### config.mk
export PLATFORM = sky130hd
export DESIGN_NAME = wb_queue_flat
export DESIGN_NICKNAME = d
export VERILOG_FILES = /design/src/rtl/wb_queue_if.sv /design/src/rtl/wb_queue.sv /design/src/flat_wrapper.sv
export SDC_FILE = /design/constraint.sdc
export NUM_CORES = 1
export LEC_CHECK = 0
export BUFFER_PORTS_ARGS = -buffer_cell sky130_fd_sc_hd__buf_2
export CORE_ASPECT_RATIO = 0.6
export CORE_MARGIN = 2
export CORE_UTILIZATION = 45
export DETAILED_ROUTE_END_ITERATION = 8
export MAX_ROUTING_LAYER = met4
export SETUP_SLACK_MARGIN = 0.02
export SLEW_MARGIN = 20
export SYNTH_ARGS = -nofsm -noshare
export SYNTH_HDL_FRONTEND = slang
export SYNTH_SLANG_ARGS = --single-unit
### constraint.sdc
create_clock -name clk -period 6.3 [get_ports clk]
set_input_delay 1.26 -clock clk [delete_from_list [all_inputs] [get_ports clk]]
set_output_delay 1.26 -clock clk [all_outputs]
set_load 0.1 [all_outputs]
### src/rtl/wb_queue_if.sv
`default_nettype none
// ============================================================================
// Module      : wb_queue_if
// Description : Producer/consumer bundle for the write-back queue: result push
//               handshake, hold request, dual-port register-file write side.
// Revision    : 1.0 - initial release
// ============================================================================
interface wb_queue_if #(
    parameter int DEPTH = 8,
    parameter int AW    = 5,
    parameter int DW    = 64
);
    logic                         push_valid;
    logic                         push_ready;
    logic [AW-1:0]                push_addr;
    logic [DW-1:0]                push_data;
    logic                         hold;
    logic                         rf_w;
    logic [AW-1:0]                rf_wp1;
    logic [AW-1:0]                rf_wp2;
    logic [DW-1:0]                rf_in1;
    logic [DW-1:0]                rf_in2;
    logic [$clog2(DEPTH+1)-1:0]   count;
    logic                         empty;

    modport master (
        output push_valid, push_addr, push_data, hold,
        input  push_ready, rf_w, rf_wp1, rf_wp2, rf_in1, rf_in2, count, empty
    );

    modport slave (
        input  push_valid, push_addr, push_data, hold,
        output push_ready, rf_w, rf_wp1, rf_wp2, rf_in1, rf_in2, count, empty
    );
endinterface
`default_nettype wire

### src/rtl/wb_queue.sv
`default_nettype none
// ============================================================================
// Module      : wb_queue
// Description : Circular write-back result queue draining up to two entries
//               per cycle into a dual-write-port register file.
//               Optional macro WBQ_ZERO_DROP_EN: address-0 results are accepted
//               but discarded.
// Revision    : 1.0 - initial release
// ============================================================================
module wb_queue #(
    parameter int DEPTH = 8,
    parameter int AW    = 5,
    parameter int DW    = 64
) (
    input  wire logic  clk,
    input  wire logic  reset,
    wb_queue_if.slave  bus
);
    localparam int c_ptr_w = $clog2(DEPTH);
    localparam int c_cnt_w = $clog2(DEPTH + 1);

    logic [AW-1:0]      r_mem_addr [DEPTH];
    logic [DW-1:0]      r_mem_data [DEPTH];
    logic [c_ptr_w-1:0] r_head;
    logic [c_ptr_w-1:0] r_tail;
    logic [c_cnt_w-1:0] r_count;
    logic               r_rf_w;
    logic [AW-1:0]      r_wp1;
    logic [AW-1:0]      r_wp2;
    logic [DW-1:0]      r_in1;
    logic [DW-1:0]      r_in2;

    logic               w_push_ready;
    logic               w_push_fire;
    logic               w_enq;
    logic               w_drain;
    logic               w_pop_two;
    logic [1:0]         w_pop_cnt;
    logic [c_ptr_w-1:0] w_head_nxt;

    // Readiness looks only at the registered count, so a same-edge drain never
    // opens a slot early.
    assign w_push_ready = (r_count < c_cnt_w'(DEPTH));
    assign w_push_fire  = bus.push_valid && w_push_ready;

`ifdef WBQ_ZERO_DROP_EN
    assign w_enq = w_push_fire && (bus.push_addr != '0);
`else
    assign w_enq = w_push_fire;
`endif

    assign w_drain    = !bus.hold && (r_count != '0);
    assign w_pop_two  = (r_count >= c_cnt_w'(2));
    assign w_pop_cnt  = w_drain ? (w_pop_two ? 2'd2 : 2'd1) : 2'd0;
    assign w_head_nxt = r_head + c_ptr_w'(1);

    // Storage is unreset: only slots covered by count are ever read.
    always_ff @(posedge clk) begin
        if (w_enq) begin
            r_mem_addr[r_tail] <= bus.push_addr;
            r_mem_data[r_tail] <= bus.push_data;
        end
    end

    always_ff @(posedge clk or posedge reset) begin
        if (reset) begin
            r_head  <= '0;
            r_tail  <= '0;
            r_count <= '0;
        end else begin
            if (w_enq) begin
                r_tail <= r_tail + c_ptr_w'(1);
            end
            r_head  <= r_head + c_ptr_w'(w_pop_cnt);
            r_count <= r_count + c_cnt_w'(w_enq) - c_cnt_w'(w_pop_cnt);
        end
    end

    // Older entry always lands on port 1 so a same-address port-2 write wins.
    always_ff @(posedge clk or posedge reset) begin
        if (reset) begin
            r_rf_w <= 1'b0;
            r_wp1  <= '0;
            r_wp2  <= '0;
            r_in1  <= '0;
            r_in2  <= '0;
        end else begin
            r_rf_w <= w_drain;
            if (w_drain) begin
                r_wp1 <= r_mem_addr[r_head];
                r_in1 <= r_mem_data[r_head];
                r_wp2 <= w_pop_two ? r_mem_addr[w_head_nxt] : r_mem_addr[r_head];
                r_in2 <= w_pop_two ? r_mem_data[w_head_nxt] : r_mem_data[r_head];
            end
        end
    end

    assign bus.push_ready = w_push_ready;
    assign bus.count      = r_count;
    assign bus.empty      = (r_count == '0);
    assign bus.rf_w       = r_rf_w;
    assign bus.rf_wp1     = r_wp1;
    assign bus.rf_wp2     = r_wp2;
    assign bus.rf_in1     = r_in1;
    assign bus.rf_in2     = r_in2;
endmodule
`default_nettype wire
### src/flat_wrapper.sv
// flat-port wrapper written by rule: the top's interface ports become plain ports
module wb_queue_flat 
#(
    parameter int DEPTH = 8,
    parameter int AW    = 5,
    parameter int DW    = 64
)
  (clk, reset, bus_push_valid, bus_push_addr, bus_push_data, bus_hold, bus_push_ready, bus_rf_w, bus_rf_wp1, bus_rf_wp2, bus_rf_in1, bus_rf_in2, bus_count, bus_empty);
  wb_queue_if #(.DEPTH(DEPTH), .AW(AW), .DW(DW)) bus_i ();
  input  wire logic clk;
  input  wire logic reset;
  input wire logic [$bits(bus_i.push_valid)-1:0] bus_push_valid;
  input wire logic [$bits(bus_i.push_addr)-1:0] bus_push_addr;
  input wire logic [$bits(bus_i.push_data)-1:0] bus_push_data;
  input wire logic [$bits(bus_i.hold)-1:0] bus_hold;
  output wire logic [$bits(bus_i.push_ready)-1:0] bus_push_ready;
  output wire logic [$bits(bus_i.rf_w)-1:0] bus_rf_w;
  output wire logic [$bits(bus_i.rf_wp1)-1:0] bus_rf_wp1;
  output wire logic [$bits(bus_i.rf_wp2)-1:0] bus_rf_wp2;
  output wire logic [$bits(bus_i.rf_in1)-1:0] bus_rf_in1;
  output wire logic [$bits(bus_i.rf_in2)-1:0] bus_rf_in2;
  output wire logic [$bits(bus_i.count)-1:0] bus_count;
  output wire logic [$bits(bus_i.empty)-1:0] bus_empty;
  assign bus_i.push_valid = bus_push_valid;
  assign bus_i.push_addr = bus_push_addr;
  assign bus_i.push_data = bus_push_data;
  assign bus_i.hold = bus_hold;
  assign bus_push_ready = bus_i.push_ready;
  assign bus_rf_w = bus_i.rf_w;
  assign bus_rf_wp1 = bus_i.rf_wp1;
  assign bus_rf_wp2 = bus_i.rf_wp2;
  assign bus_rf_in1 = bus_i.rf_in1;
  assign bus_rf_in2 = bus_i.rf_in2;
  assign bus_count = bus_i.count;
  assign bus_empty = bus_i.empty;
  wb_queue #(.DEPTH(DEPTH), .AW(AW), .DW(DW)) u_core (.clk(clk), .reset(reset), .bus(bus_i));
endmodule
==> flow_summary_export.csv, run 1 <==
group,metric,value,unit
global_routing,grt_max_degree,139,
critical_path,cp_max_fo,75,
global_routing,grt_pass1_wl,108000,um
synthesis,yosysWarnings,0,
floorplanning,die_h,205,um
placed_design,io_buffer_count,217,
hold_path,hold_start,"u_core.bus.rf_in1[56]$_DFFE_PP0N_",
critical_path,cpLargestDelayFamily,"simple AND/OR/NAND/NOR gates",
floorplanning,placementRows,73,
synthesis,synthCells,1606,
critical_path,arrival,4.51,ns
hold_path,min_delay_worst_endpoint,"u_core.bus.rf_in1[56]$_DFFE_PP0N_",
drt,drtIter0Drc,1460,
global_routing,grt_usage,0.217,
drt,first_pass_iters,7,
finish,regArea,0.0203,sq mm
clocking,holdBufCountCts,0,
timing,fmax,0.248,GHz
clocking,cts.htree.levels,3,
synthesis,syn_area_per_cell,18.9,sq um
timing,worst_slew_pin_slew,1.13,ns
drt,ant_nets,0,
timing,relSlewSlack,0.244,
critical_path,rrSetupSlack,2.27,ns
finish,multiInputGateArea,0.00965,sq mm
synthesis,synthFlopType,"edfxtp_1",
drt,vias,16400,
clocking,cts_root_buf,"clkbuf_16",
synthesis,synth-edff-count,552,
synthesis,synth_seq_cells,701,
finish,nets,1893,
timing,slew_violations,0,
synthesis,synth_cell_types,32,
timing,setup_viol,0,
global_routing,antenna_found_initial,10,
critical_path,critPathLaunchType,"flip-flop",
placed_design,gp_congestion,0.777,
clocking,post_cts_resized,0,
critical_path,crit_top_cell,"inv_1",
floorplanning,die-width,340,um
critical_path,worst-path-buf-inv,7,
timing,hold_viol_final,0,
drt,avgViaCountPerCell,5.91,
clocking,cts_buffer_depth,3,
clocking,cts_sinks,701,
clocking,post_cts.repair.setup_buffers,0,
drt,drc,0,
job,max-cap-violations,0,
clocking,cts_tree,"built",
placed_design,hpwl,41800,um
floorplanning,coreArea,0.0666,sq mm
finish,final_common_cell,"edfxtp_1",
critical_path,slowest_delay,0.78,ns
synthesis,synthArstFlopShare,0.213,
critical_path,endpoint_kind,"flip-flop",
critical_path,required,6.78,ns
timing,setup_tns,0,ns
critical_path,reg2regPathDepth,14,
synthesis,ys_seq_area_frac,0.667,
finish,drive_above_1_share,0.346,
finish,fillers,5184,
clocking,clk_latency,0.61,ns
global_routing,overflow,0,
critical_path,r2r-end,"u_core.bus.count[1]$_DFF_PP0_",
drt,wl,72800,um
hold_path,hold_path_depth,2,
floorplanning,die_area,0.0698,sq mm
finish,area_growth,14.5,%
clocking,cts_made_buffers,68,
finish,final_cell_mix,"552 x edfxtp_1, 276 x mux4_2, 217 x buf_2, 147 x dfrtp_1, 143 x nand2_1",
timing,period_needed,4.03,ns
synthesis,synth_nets,1691,
timing,fin_skew,0.0247,ns
critical_path,worstSetupPathType,"reg -> reg",
synthesis,netlist_area,0.0304,sq mm
clocking,clkSlewWorstSetupHoldPaths,0.07,ns
global_routing,grt_pass1_vias,16800,
drt,wl_per_cell,26.3,um
floorplanning,ios,218,
critical_path,crit_slowest_cell,"or2_4",
hold_path,hp-class,"reg -> reg",
timing,post-route-period-util,0.640,
critical_path,crit_chain,"inv_1 > ha_1 > nor3b_2 > or2_4 > inv_1 > nand2_1 > buf_4 > inv_1 > ha_1 > inv_1 > ha_1 > inv_1 > fa_1 > inv_1",
timing,rsz0062_at_grt,"no",
critical_path,reg2reg_from,"u_core.bus.count[3]$_DFF_PP0_",
run_status,run_status,"completed",
floorplanning,initial_utilization,0.457,
==> per-layer routing <==
metal / track usage / vias to the layer above / wire (um)
li1: - / 7047 / -
met5: - / - / 0
met4: 0.0580 / 0 / 1450
met3: 0.0431 / 102 / 4720
met2: 0.333 / 481 / 34700
met1: 0.299 / 8756 / 32000
==> cell families (layout without fill, tap and decap cells) <==
| family | after synthesis | count (layout) | share of synthesized area |
|---|---|---|---|
| XOR/XNOR | 6 | 6 | 0.00173 |
| adder cells (fa/ha/maj) | 12 | 12 | 0.00543 |
| AND/OR/NAND/NOR | 160 | 160 | 0.0209 |
| other | 0 | 9 | 0 |
| buffers and inverters | 133 | 389 | 0.0191 |
| AO/OA/AOI/OAI | 212 | 212 | 0.0464 |
| multiplexers | 382 | 382 | 0.239 |
| flip-flops | 701 | 701 | 0.667 |
==> through the flow <==
step / utilization / hold WS (ns) / std cells / area, sq um / setup WS (ns)
finish: 0.523 / 0.472 / 2771 / 34800 / 2.27
global route: 0.523 / 0.506 / 2769 / 34800 / 1.91
CTS: 0.523 / 0.478 / 2761 / 34800 / 2.19
detailed placement: 0.488 / 0.465 / 2637 / 32500 / 1.96
global placement: 0.488 / 0.459 / 2637 / 32500 / 1.96
floorplan: - / 0.480 / 1606 / 30400 / 0.958
==> cell type report <==
type / instances / share of cell area
sequential: 701 / 0.583
tap: 900 / 0.0323
multi-input combinational: 772 / 0.277
clock buffer: 105 / 0.0597
clock inverter: 19 / 0.00564
timing repair buffer: 250 / 0.0399
antenna: 9 / 0.000646
inverter: 15 / 0.00183
==> Yosys cell counts (2+ instances only) <==
cell type	number	area, sq um
edfxtp_1	552	16600
o211ai_1	33	248
dfrtp_1	149	3730
buf_2	62	310
nor3_1	2	10.0
fa_1	2	40.0
inv_1	14	52.6
nand2_1	144	541
mux4_2	276	6220
a22o_1	36	315
nor2_1	6	22.5
xor2_1	3	26.3
ha_1	10	125
o21ai_0	69	345
a22oi_1	33	248
a21oi_1	37	185
nand2b_1	3	18.8
xnor2_1	3	26.3
buf_1	12	45.0
mux2i_1	105	1050
clkbuf_1	43	161
a2111oi_4	2	55.1
==> worst max-delay path by stage <==
stage / startpoint / end / slack, ns / cells past startpoint
floorplan: u_core.bus.count[3]$_DFF_PP0_ / u_core.bus.count[2]$_DFF_PP0_ / 0.96 / 15
global placement: bus_hold / u_core.bus.count[1]$_DFF_PP0_ / 1.96 / 12
detailed placement: bus_hold / u_core.bus.count[2]$_DFF_PP0_ / 1.96 / 12
CTS: u_core.bus.count[2]$_DFF_PP0_ / u_core.bus.count[1]$_DFF_PP0_ / 2.19 / 14
global route: u_core.bus.count[3]$_DFF_PP0_ / u_core.bus.count[1]$_DFF_PP0_ / 1.91 / 14
finish: u_core.bus.count[3]$_DFF_PP0_ / u_core.bus.count[1]$_DFF_PP0_ / 2.27 / 14
==> tightest hold or removal path, cell delays in order, from the launching register on <==
cell and delay [ns]:
dfrtp_1 0.34, nand2_1 0.04, o21ai_0 0.06
==> state kept, by name, indices dropped and copies added (netlist names) <==
register,count
u_core.bus.rf_in1,64
u_core.bus.rf_in2,64
u_core.bus.count,4
u_core.bus.rf_wp1,5
u_core.bus.rf_w,1
u_core.r_tail,3
u_core.bus.rf_wp2,5
u_core.r_mem_addr,40
u_core.r_head,3
u_core.r_mem_data,512
Power of run 1 is not shown: default switching activity piles up to over one toggle a cycle in this logic, so the estimate is an artifact.
==> inputs of run 2 (changes only) <==
==> constraint.sdc (replaced) <==
create_clock -name clk -period 3.6 [get_ports clk]
set_input_delay 0.72 -clock clk [delete_from_list [all_inputs] [get_ports clk]]
set_output_delay 0.72 -clock clk [all_outputs]
set_load 0.1 [all_outputs]
==> run 2 against run 1 <==
Worst setup slack got worse by 1.6 ns. Wire length rose by 0.73%. Utilization rose by 0.64 points. Sequential cell count unchanged. Sequential share of layout area fell by 0.70 points. Non-clock buffer count increased by 8. Global-route usage up 0.36 points. Register-to-register slack got worse by 1.4 ns. First-iteration DRC count is 5.8% lower. Clock skew decreased by 0.0014 ns. Die area is the same.
==> flow_summary_export.csv, run 2 (synthesis gave the netlist of run 1 again) <==
group,metric,value,unit
critical_path,r2r-end,"u_core.bus.count[1]$_DFF_PP0_",
critical_path,crit_chain,"clkinvlp_4 > ha_4 > nor3b_4 > buf_2",
clocking,post_cts_resized,0,
drt,drtIter0Drc,1376,
finish,final_cells,2780,
critical_path,slowest_delay,0.55,ns
job,max-cap-violations,0,
timing,fmax,0.337,GHz
global_routing,antenna_found_initial,8,
critical_path,reg2regPathDepth,12,
critical_path,startpoint,"u_core.bus.count[3]$_DFF_PP0_",
placed_design,hpwl,42100,um
clocking,cts_made_buffers,69,
run_status,run_status,"completed",
timing,slew_violations,0,
finish,final_common_cell,"edfxtp_1",
timing,setup_viol,0,
timing,rsz0062_at_grt,"no",
critical_path,required,2.88,ns
clocking,holdBufCountCts,0,
timing,setup_tns,0,ns
timing,relSlewSlack,0.279,
drt,drc,0,
global_routing,grt_pass1_wl,110000,um
clocking,cts_tree,"built",
critical_path,critPathLaunchType,"flip-flop",
critical_path,arrival,2.24,ns
finish,top_register,"u_core.r_mem_data",
floorplanning,placementRows,73,
timing,worst_slew_pin_slew,1.08,ns
floorplanning,ios,218,
critical_path,rrSetupSlack,0.91,ns
finish,area_growth,15.9,%
finish,drive_above_1_share,0.360,
drt,first_pass_iters,5,
clocking,clk_latency,0.60,ns
global_routing,grt_pass1_vias,16900,
drt,vias,16500,
placed_design,numPlacedInstances,2646,
critical_path,endpoint,"bus_empty",
timing,post-route-period-util,0.824,
timing,fin_skew,0.0233,ns
critical_path,worstSetupPathType,"reg -> out",
placed_design,gp_congestion,0.775,
timing,hold_viol_final,0,
clocking,post_cts.repair.setup_buffers,0,
global_routing,overflow,0,
floorplanning,die_area,0.0698,sq mm
floorplanning,coreArea,0.0666,sq mm
finish,multiInputGateArea,0.00971,sq mm
hold_path,hp-class,"in -> async",
clocking,cts.htree.levels,3,
clocking,clkSlewWorstSetupHoldPaths,0.06,ns
critical_path,crit_slowest_cell,"buf_2",
drt,avgViaCountPerCell,5.92,
global_routing,grt_usage,0.220,
clocking,cts_root_buf,"clkbuf_16",
finish,largest_register_ffs,512,
drt,wl_per_cell,26.4,um
clocking,cts_buffer_depth,3,
critical_path,cp_max_fo,4,
finish,final_cell_mix,"552 x edfxtp_1, 276 x mux4_2, 217 x buf_2, 146 x dfrtp_1, 142 x nand2_1",
critical_path,endpoint_kind,"primary output",
finish,nets,1902,
timing,fin_hold_ws,0.257,ns
floorplanning,initial_utilization,0.457,
clocking,cts_sinks,701,
finish,regArea,0.0203,sq mm
finish,fillers,5182,
timing,period_needed,2.96,ns
floorplanning,die_h,205,um
global_routing,grt_max_degree,244,
drt,ant_nets,0,
floorplanning,die-width,340,um
placed_design,io_buffer_count,217,
drt,wl,73300,um
critical_path,reg2reg_from,"u_core.bus.count[3]$_DFF_PP0_",
## run 2: changes by cell type in the layout (fill, tap and decap cells not counted), moves of 4 or more
cell       change
bufinv_16      +6
clkbuf_1       -7
clkinv_2       +4
inv_1          -5
buf_12        +15
buf_4          -6
## run 2: how the worst min path moves through the flow
stage                                       from                           endpoint  slack (ns)
6_report                                   reset  u_core.bus.rf_in1[54]$_DFFE_PP0N_        0.26
5_1_grt                                    reset  u_core.bus.rf_in1[54]$_DFFE_PP0N_        0.28
4_1_cts                                    reset  u_core.bus.rf_in1[54]$_DFFE_PP0N_        0.25
3_5_place_dp   u_core.bus.rf_in1[50]$_DFFE_PP0N_  u_core.bus.rf_in1[50]$_DFFE_PP0N_        0.47
3_3_place_gp   u_core.bus.rf_in1[54]$_DFFE_PP0N_  u_core.bus.rf_in1[54]$_DFFE_PP0N_        0.46
2_1_floorplan       u_core.r_tail[0]$_DFFE_PP0P_       u_core.r_tail[0]$_DFFE_PP0P_        0.48
## run 2: per-stage QoR
| stage | worst slack [ns] | area [sq um] | util |
|---|---|---|---|
| after floorplan | -0.381 | 30600 | - |
| after global placement | 0.761 | 32800 | 0.493 |
| after detailed placement | 0.701 | 32800 | 0.493 |
| after CTS | 0.591 | 35200 | 0.529 |
| after global routing | 0.541 | 35300 | 0.529 |
| final | 0.635 | 35300 | 0.530 |
## run 2: area by class of cell
type	instances	share of cell area
flip-flops and latches	701	0.576
multi-input cells	772	0.275
clock buffers	97	0.0572
repair buffers	258	0.0459
well taps	900	0.0319
clock inverters	27	0.0110
inverters	15	0.00202
diodes	10	0.000710
## run 2: metal layers
layer | up-vias | share of wire | GRT usage
li1 | 7059 | - | -
met1 | 8803 | 0.43 | 0.298
met2 | 508 | 0.49 | 0.342
met3 | 95 | 0.064 | 0.0485
met4 | 0 | 0.020 | 0.0593
met5 | - | 0 | -
## run 2: critical path, delay by kind of cell (launching register included)
| kind | cells | cell delay (ns) |
|---|---|---|
| adder cells (fa/ha/maj) | 1 | 0.13 |
| AND/OR/NAND/NOR | 1 | 0.38 |
| buffers and inverters | 2 | 0.66 |
| flip-flops | 1 | 0.45 |
Power of run 2 is left out for the same reason.
